File: config.mk
export PLATFORM = sky130hd
export DESIGN_NAME = myproject_sdiv_seq_22s_6s_16
export DESIGN_NICKNAME = d
export VERILOG_FILES = /design/src/rtl/myproject_sdiv_seq_22s_6s_16.sv
export SDC_FILE = /design/constraint.sdc
export NUM_CORES = 1
export LEC_CHECK = 0
export BUFFER_PORTS_ARGS = -buffer_cell sky130_fd_sc_hd__buf_2
export CAP_MARGIN = 10
export CORE_MARGIN = 3
export CORE_UTILIZATION = 50
export CTS_CLUSTER_SIZE = 24
export DETAILED_ROUTE_END_ITERATION = 12
export PLACE_DENSITY = 0.77
export SLEW_MARGIN = 20
export SYNTH_ARGS = -nofsm -noshare
export SYNTH_HDL_FRONTEND = slang
export SYNTH_SLANG_ARGS = --single-unit
File: constraint.sdc
create_clock -name ap_clk -period 2.2 [get_ports ap_clk]
set_clock_uncertainty 0.15 [all_clocks]
set_input_delay 0.22 -clock ap_clk [delete_from_list [all_inputs] [get_ports ap_clk]]
set_output_delay 0.22 -clock ap_clk [all_outputs]
set_load 0.02 [all_outputs]
File: src/rtl/myproject_sdiv_seq_22s_6s_16.sv
// Sequential signed divider: 22-bit signed dividend / 6-bit signed divisor, one restoring
// step per cycle, returning a saturated 16-bit quotient, the remainder, and overflow/zero flags.
module myproject_sdiv_seq_22s_6s_16 #(
  parameter int ID             = 1,
  parameter int DIVIDEND_WIDTH = 22,
  parameter int DIVISOR_WIDTH  = 6,
  parameter int QUOTIENT_WIDTH = 16
) (
  input  logic                      ap_clk,
  input  logic                      ap_rst_n,
  input  logic                      in_valid,
  output logic                      in_ready,
  input  logic [DIVIDEND_WIDTH-1:0] din0,
  input  logic [DIVISOR_WIDTH-1:0]  din1,
  output logic                      out_valid,
  input  logic                      out_ready,
  output logic [QUOTIENT_WIDTH-1:0] quot,
  output logic [DIVISOR_WIDTH-1:0]  rem,
  output logic                      ovf,
  output logic                      dbz
);

  localparam int DW = DIVIDEND_WIDTH;
  localparam int SW = DIVISOR_WIDTH;
  localparam int QW = QUOTIENT_WIDTH;
  localparam int CW = $clog2(DW);
  localparam int Q_MAX_INT = (1 << (QW - 1)) - 1;
  localparam int Q_MIN_INT = -(1 << (QW - 1));
  localparam logic signed [DW:0] Q_MAX = Q_MAX_INT[DW:0];
  localparam logic signed [DW:0] Q_MIN = Q_MIN_INT[DW:0];
  localparam logic [QW-1:0] Q_MAX_BITS = {1'b0, {(QW - 1){1'b1}}};
  localparam logic [QW-1:0] Q_MIN_BITS = {1'b1, {(QW - 1){1'b0}}};

  if (DW != 22 || SW != 6 || QW != 16 || ID < 0) begin : g_unsupported
    $error("myproject_sdiv_seq_22s_6s_16: only the 22s/6s/16 configuration is supported");
  end

  typedef enum logic [1:0] {IDLE, CALC, FIX, DONE} state_t;

  state_t                 state_reg, state_next;
  logic [CW-1:0]          count_reg;
  logic                   fix_phase_reg;
  logic [DW-1:0]          dvd_reg;
  logic [DW-1:0]          quo_reg;
  logic [SW-1:0]          dvs_reg;
  logic [SW:0]            prem_reg;
  logic                   sign_a_reg;
  logic                   sign_q_reg;
  logic                   zero_reg;
  logic signed [DW:0]     q_signed_reg;
  logic [SW-1:0]          r_signed_reg;
  logic [QW-1:0]          quot_reg;
  logic [SW-1:0]          rem_reg;
  logic                   ovf_reg;
  logic                   dbz_reg;

  logic                   accept;
  logic [SW:0]            shifted;
  logic [SW+1:0]          diff;
  logic                   qbit;
  logic [DW-1:0]          mag_a;
  logic [SW-1:0]          mag_b;

  // in_ready is forced low while reset is held, not just after the first edge.
  assign in_ready  = (state_reg == IDLE) & ap_rst_n;
  assign out_valid = (state_reg == DONE);
  assign accept    = in_valid & in_ready;
  assign quot      = quot_reg;
  assign rem       = rem_reg;
  assign ovf       = ovf_reg;
  assign dbz       = dbz_reg;

  always_comb begin
    shifted = {prem_reg[SW-1:0], dvd_reg[DW-1]};
    diff    = {1'b0, shifted} - {2'b00, dvs_reg};
    qbit    = ~diff[SW+1];
    mag_a   = din0[DW-1] ? (~din0 + 1'b1) : din0;
    mag_b   = din1[SW-1] ? (~din1 + 1'b1) : din1;
  end

  always_ff @(posedge ap_clk or negedge ap_rst_n) begin
    if (!ap_rst_n) state_reg <= IDLE;
    else           state_reg <= state_next;
  end

  always_comb begin
    state_next = state_reg;
    case (state_reg)
      IDLE:    if (accept) state_next = CALC;
      CALC:    if (count_reg == '0) state_next = FIX;
      FIX:     if (fix_phase_reg) state_next = DONE;
      DONE:    if (out_ready) state_next = IDLE;
      default: state_next = IDLE;
    endcase
  end

  always_ff @(posedge ap_clk or negedge ap_rst_n) begin
    if (!ap_rst_n) begin
      count_reg     <= '0;
      fix_phase_reg <= 1'b0;
      dvd_reg       <= '0;
      quo_reg       <= '0;
      dvs_reg       <= '0;
      prem_reg      <= '0;
      sign_a_reg    <= 1'b0;
      sign_q_reg    <= 1'b0;
      zero_reg      <= 1'b0;
      q_signed_reg  <= '0;
      r_signed_reg  <= '0;
      quot_reg      <= '0;
      rem_reg       <= '0;
      ovf_reg       <= 1'b0;
      dbz_reg       <= 1'b0;
    end else begin
      case (state_reg)
        IDLE: if (accept) begin
          // Magnitudes are unsigned so |-2^21| and |-32| are representable.
          dvd_reg    <= mag_a;
          dvs_reg    <= mag_b;
          quo_reg    <= '0;
          prem_reg   <= '0;
          sign_a_reg <= din0[DW-1];
          sign_q_reg <= din0[DW-1] ^ din1[SW-1];
          zero_reg   <= (din1 == '0);
          count_reg  <= CW'(DW - 1);
        end
        CALC: begin
          dvd_reg  <= {dvd_reg[DW-2:0], 1'b0};
          quo_reg  <= {quo_reg[DW-2:0], qbit};
          prem_reg <= qbit ? diff[SW:0] : shifted;
          if (count_reg == '0) fix_phase_reg <= 1'b0;
          else                 count_reg     <= count_reg - 1'b1;
        end
        FIX: begin
          if (!fix_phase_reg) begin
            // First half applies signs; second half saturates into the output registers.
            q_signed_reg  <= sign_q_reg ? -$signed({1'b0, quo_reg}) : $signed({1'b0, quo_reg});
            r_signed_reg  <= sign_a_reg ? -prem_reg[SW-1:0] : prem_reg[SW-1:0];
            fix_phase_reg <= 1'b1;
          end else if (zero_reg) begin
            quot_reg <= sign_a_reg ? Q_MIN_BITS : Q_MAX_BITS;
            rem_reg  <= '0;
            ovf_reg  <= 1'b0;
            dbz_reg  <= 1'b1;
          end else begin
            dbz_reg <= 1'b0;
            rem_reg <= r_signed_reg;
            if (q_signed_reg > Q_MAX) begin
              quot_reg <= Q_MAX_BITS;
              ovf_reg  <= 1'b1;
            end else if (q_signed_reg < Q_MIN) begin
              quot_reg <= Q_MIN_BITS;
              ovf_reg  <= 1'b1;
            end else begin
              quot_reg <= q_signed_reg[QW-1:0];
              ovf_reg  <= 1'b0;
            end
          end
        end
        default: ;
      endcase
    end
  end

endmodule

# Word level (Yosys, flattened, before mapping)
# Index checks and enable logic that the tools add are counted.
word_totals:
  regBits: 120
classes:
  n_eq_ne: 8
  order_cmp: 2
  n_addsub: 6
  mux: 30
  reduce_logical: 12
  n_bitwise: 7
op_table:
  columns: ["op", "count"]
  rows:
  - ["$pmux W22 S2", 2]
  - ["$mux W22", 3]
  - ["$mux W16", 4]
  - ["$mux W6", 5]
  - ["$gt A23 B16 Y1 const B", 1]
  - ["$lt A23 B16 Y1 const B", 1]
  - ["$mux W23", 1]
  - ["$neg A22 Y23", 1]
  - ["$add A22 B1 Y22 const B", 1]
  - ["$not A22 Y22", 1]
  - ["$pmux W6 S2", 1]
  - ["$mux W5", 2]
  - ["$pmux W5 S2", 1]
  - ["$reduce_and A2 Y1", 5]
  - ["$mux W2", 4]
  - ["$ne A2 B2 Y1 const B", 4]
  - ["$pmux W2 S4", 1]
  - ["$sub A7 B6 Y8", 1]
  - ["$add A6 B1 Y6 const B", 1]
  - ["$logic_not A6 Y1", 1]
  - ["$neg A6 Y6", 1]
  - ["$not A6 Y6", 1]
  - ["$logic_not A5 Y1", 1]
  - ["$mux W1", 5]
  - ["other kinds (12)", 16]

# Longest topological paths before layout
logic_depth:
  word_depth: 5
  ltp_mapped: 9
  ltp_nobuf: 9

# Least setup slack after synthesis
# Ideal clock, no wire load.
synth_path:
  kind: "register to register"
  start: "reg prem_reg[0]"
  end: "reg prem_reg[5]"
  setup_time_ns: 0.122
  path_stages_with_launch: 7
  n_path_buf: 0
  path_slack_ns: 0.080
  arrival_time_ns: 1.848
  path_cell_list: "dfrtp_1 ha_1 nor2b_1 o31a_1 o21a_1 or4_1 a32o_1"
synth_between:
  elab_chain_cells: 3
synth_lines:
  columns: ["item", "line_no", "text"]
  rows:
  - ["start, declared", "46", "logic [SW:0] prem_reg;"]
  - ["start signal, assigned", "130", "prem_reg <= qbit ? diff[SW:0] : shifted;"]
  - ["$sub A7 B6 Y8", "75", "diff = {1'b0, shifted} - {2'b00, dvs_reg};"]
  - ["$mux W6", "130", null]
  - ["$pmux W6 S2", "115", "case (state_reg)"]
# Every way passes these cells.
# A chain may end at the register's enable or synchronous reset.

# Worst setup path in the final report
layout_path:
  start: "reg dvs_reg[1]"
  end: "reg prem_reg[5]"
layout_between:
  elab_chain_cells: 3
layout_lines:
  columns: ["item", "line_no", "text"]
  rows:
  - ["start, declared", "45", "logic [SW-1:0] dvs_reg;"]
  - ["start signal, assigned", "119", "dvs_reg <= mag_b;"]
  - ["$sub A7 B6 Y8", "75", null]
  - ["$mux W6", "130", null]
  - ["$pmux W6 S2", "115", null]
# Every way passes these cells.

==> reports/metrics.csv <==
stage,metric,value,unit
finish,area_growth,24.5,%
setup_path,crit_path_end,prem_reg[5]$_DFFE_PN0P_,
routing,drc_errors,0,
placement,placedCellCount,889,
outcome,status,completed,
setup_path,critPathLaunchType,flip-flop,
power_and_ir_drop,vdd_drop_max,638,uV
setup_path,arrival,2340,ps
synthesis,yosysTopAreaCell,dfrtp_1,
power_and_ir_drop,p_int,7290,uW
synthesis,ys_top_cells_by_count,"dfrtp_1, nand2_1, o21ai_0, nor2_1, xor2_1",
global_route,track_usage,20.4,%
setup_path,startpoint,dvs_reg[1]$_DFFE_PN0P_,
placement,hpwl,9360,microns
synthesis,ys_warn_count,0,
floorplan,die-width,117,microns
job,drv_cap,0,
synthesis,synth_cell_types,50,
power_and_ir_drop,p_sw,4970,uW
power_and_ir_drop,cellLeakagePower,0.00362,uW
routing,first_pass_iters,5,
clocking,cts_tree,yes,
routing,post_drt_wl_per_cell,14.7,microns
routing,via_per_inst,5.48,
floorplan,core_area,12100,sq um
routing,vias,5141,
clocking,clock_path_buffers,2,
global_route,grt_max_degree,62,
sta,maxSlewViolCount,0,
synthesis,synth_edf_count,0,
synthesis,synth-async-reset-ratio,100,%
power_and_ir_drop,seq_power_share,31.8,%
floorplan,start_util,51.4,%
global_route,antenna_found_initial,0,
setup_path,end_kind,flip-flop,
floorplan,fp.dieArea,13800,sq um
routing,ant_nets,0,
synthesis,syn-instance-count,660,
clocking,htreeDepth,4,
sta,slew_headroom,48.1,%
setup_path,r2r-end,prem_reg[5]$_DFFE_PN0P_,
sta,fin_crit_sh,99.5,%
worst_hold_path,hp-class,input pin to asynchronous set/reset pin,
sta,max_freq,457,MHz
routing,routed_wirelength,13800,microns
synthesis,synth_ff_type,dfrtp_1,
finish,drive_gt1_share,20.3,%
synthesis,syn_area_per_cell,9.39,sq um
synthesis,synth-seq-cells,120,
placement,routabilityCongestion,0.843,
synthesis,yosysSeqAreaShare,48.5,%
clocking,cts_made_buffers,17,
synthesis,yosysMostFrequentCell,dfrtp_1,
global_route,first_global_vias,5014,
sta,setup_viol_count_final,0,
sta,worst_pin_slew,778,ps
finish,fillers,933,
finish,largest_reg_flops,23,
setup_path,r2r_start,dvs_reg[1]$_DFFE_PN0P_,
power_and_ir_drop,clock_power_share,22.2,%
synthesis,syn_nets,710,
synthesis,syn_area,6190,sq um
sta,hold_viol,0,
floorplan,fp-row-count,40,
global_route,grt_pass1_wl,23200,microns
finish,fin_cells,938,
synthesis,synth.area.top_cells,"dfrtp_1, nand2_1, o21ai_0",
synthesis,synth_top_area_share,48.5,%
floorplan,ios,58,
setup_path,required,2350,ps
sta,rsz0062_at_grt,true,
clocking,cts.clk_slew.worst_paths,50,ps
finish,fin_nets,807,
placement,portBuffers,57,
finish,final_util,63.9,%
setup_path,rrSetupSlack,10,ps
sta,setup_tns,0,ps
clocking,clock_latency,410,ps
clocking,cts.sinks,120,
power_and_ir_drop,swShare,40.6,%
power_and_ir_drop,p_comb_share,46.0,%
floorplan,die_h,117,microns
routing,drtIter0Drc,253,
setup_path,crit_type,flip-flop to flip-flop,
power_and_ir_drop,powerDensity,1590,nW/um^2
finish,antenna_cells,0,
setup_path,worstPathMaxFanout,2,
clocking,cts-root-buf,clkbuf_16,
sta,min_period,2190,ps
setup_path,rr_worst_depth,7,
global_route,grt.overflow.total,0,
cell type report:
class                           count  area [sq um]  area share [%]
Sequential cell                   120          3000            38.9
Timing Repair Buffer              115           787            10.2
Clock inverter                     13           146            1.90
Inverter                           25          93.8            1.22
Clock buffer                       19           443            5.74
Multi-Input combinational cell    478          3030            39.3
Tap cell                          168           210            2.73
power by group through the flow:
stage          Combinational, uW  Clock, uW  Sequential, uW
5_1_grt                     6330       2860            4020
6_report                    5640       2730            3900
2_1_floorplan               3580          0            3930
4_1_cts                     5460       2750            3860
3_5_place_dp                5350          0            3880
3_3_place_gp                5160          0            3820
metal layers:
metal  share of wire (%)  global-route usage [%]  vias up
li1                    -                       -     2506
met1                  44                    26.3     2461
met2                  49                    33.6      152
met3                 5.3                    5.21       22
met4                 1.8                    7.18        0
met5                   0                       0        -
worst max-delay path, stage by stage, from the launching register on:
cell and delay (ps):
dfrtp_1 360, inv_2 60, ha_1 280, nor2b_1 140
o31a_1 250, o21a_1 180, or4_1 410, a32o_1 260
cell usage in the layout, fill, tap and decap left out, types with 5 or more instances in the layout:
master | Yosys | layout
a21oi_1 | 36 | 36
a22o_1 | 19 | 19
buf_2 | 0 | 56
buf_4 | 0 | 42
clkbuf_16 | 0 | 17
clkinv_4 | 0 | 5
dfrtp_1 | 120 | 120
dlygate4sd3_1 | 0 | 14
ha_1 | 17 | 16
inv_1 | 25 | 24
mux2i_1 | 12 | 12
nand2_1 | 112 | 111
nand3_1 | 9 | 8
nand3b_1 | 6 | 6
nor2_1 | 40 | 40
nor2b_1 | 5 | 5
nor3_1 | 7 | 7
o21ai_0 | 70 | 70
o22ai_1 | 6 | 6
o31ai_1 | 15 | 14
o41ai_1 | 8 | 5
or3_1 | 8 | 8
xnor2_1 | 12 | 12
xor2_1 | 40 | 40
through the flow:
step	hold WS [ps]	area [sq um]	total power, uW	worst slack [ps]
2_1_floorplan	-226	6190	7520	80.5
6_report	16.5	7710	12300	10.5
3_3_place_gp	-105	6880	8980	-24.0
4_1_cts	2.09	7620	12100	7.60
3_5_place_dp	-102	6880	9230	-61.9
5_1_grt	18.9	7710	13200	-96.4
timing repair:
item | CTS | global route
buffers inserted | 1 | 2
endpoints found under the hold margin | 133 | 0
endpoints found under the setup margin | 1 | 51
gates resized for setup | 1 | 15
hold buffers | 14 | 0
pin swaps | 0 | 3
worst min-delay path by stage:
stage / from / endpoint
3_3_place_gp: ap_rst_n / rem[2]$_DFFE_PN0P_
2_1_floorplan: ap_rst_n / count_reg[0]$_DFFE_PN0P_
5_1_grt: ap_rst_n / rem[3]$_DFFE_PN0P_
6_report: ap_rst_n / rem[2]$_DFFE_PN0P_
3_5_place_dp: ap_rst_n / rem[1]$_DFFE_PN0P_
4_1_cts: ap_rst_n / rem[1]$_DFFE_PN0P_
cells by family (layout without fill, tap and decap cells):
family                     Yosys count  in the layout  synth area share [%]
and+or+nand+nor                    217            217                  16.0
muxes                               15             15                  2.48
adders and majority gates           18             18                  3.76
xor gates and xnor gates            52             52                  7.35
AOI/OAI and AO/OA                  176            176                  18.0
buffers and inverters               62            172                  3.88
DFF                                120            120                  48.5
No activity file was read; power rests on OpenSTA's default activity.
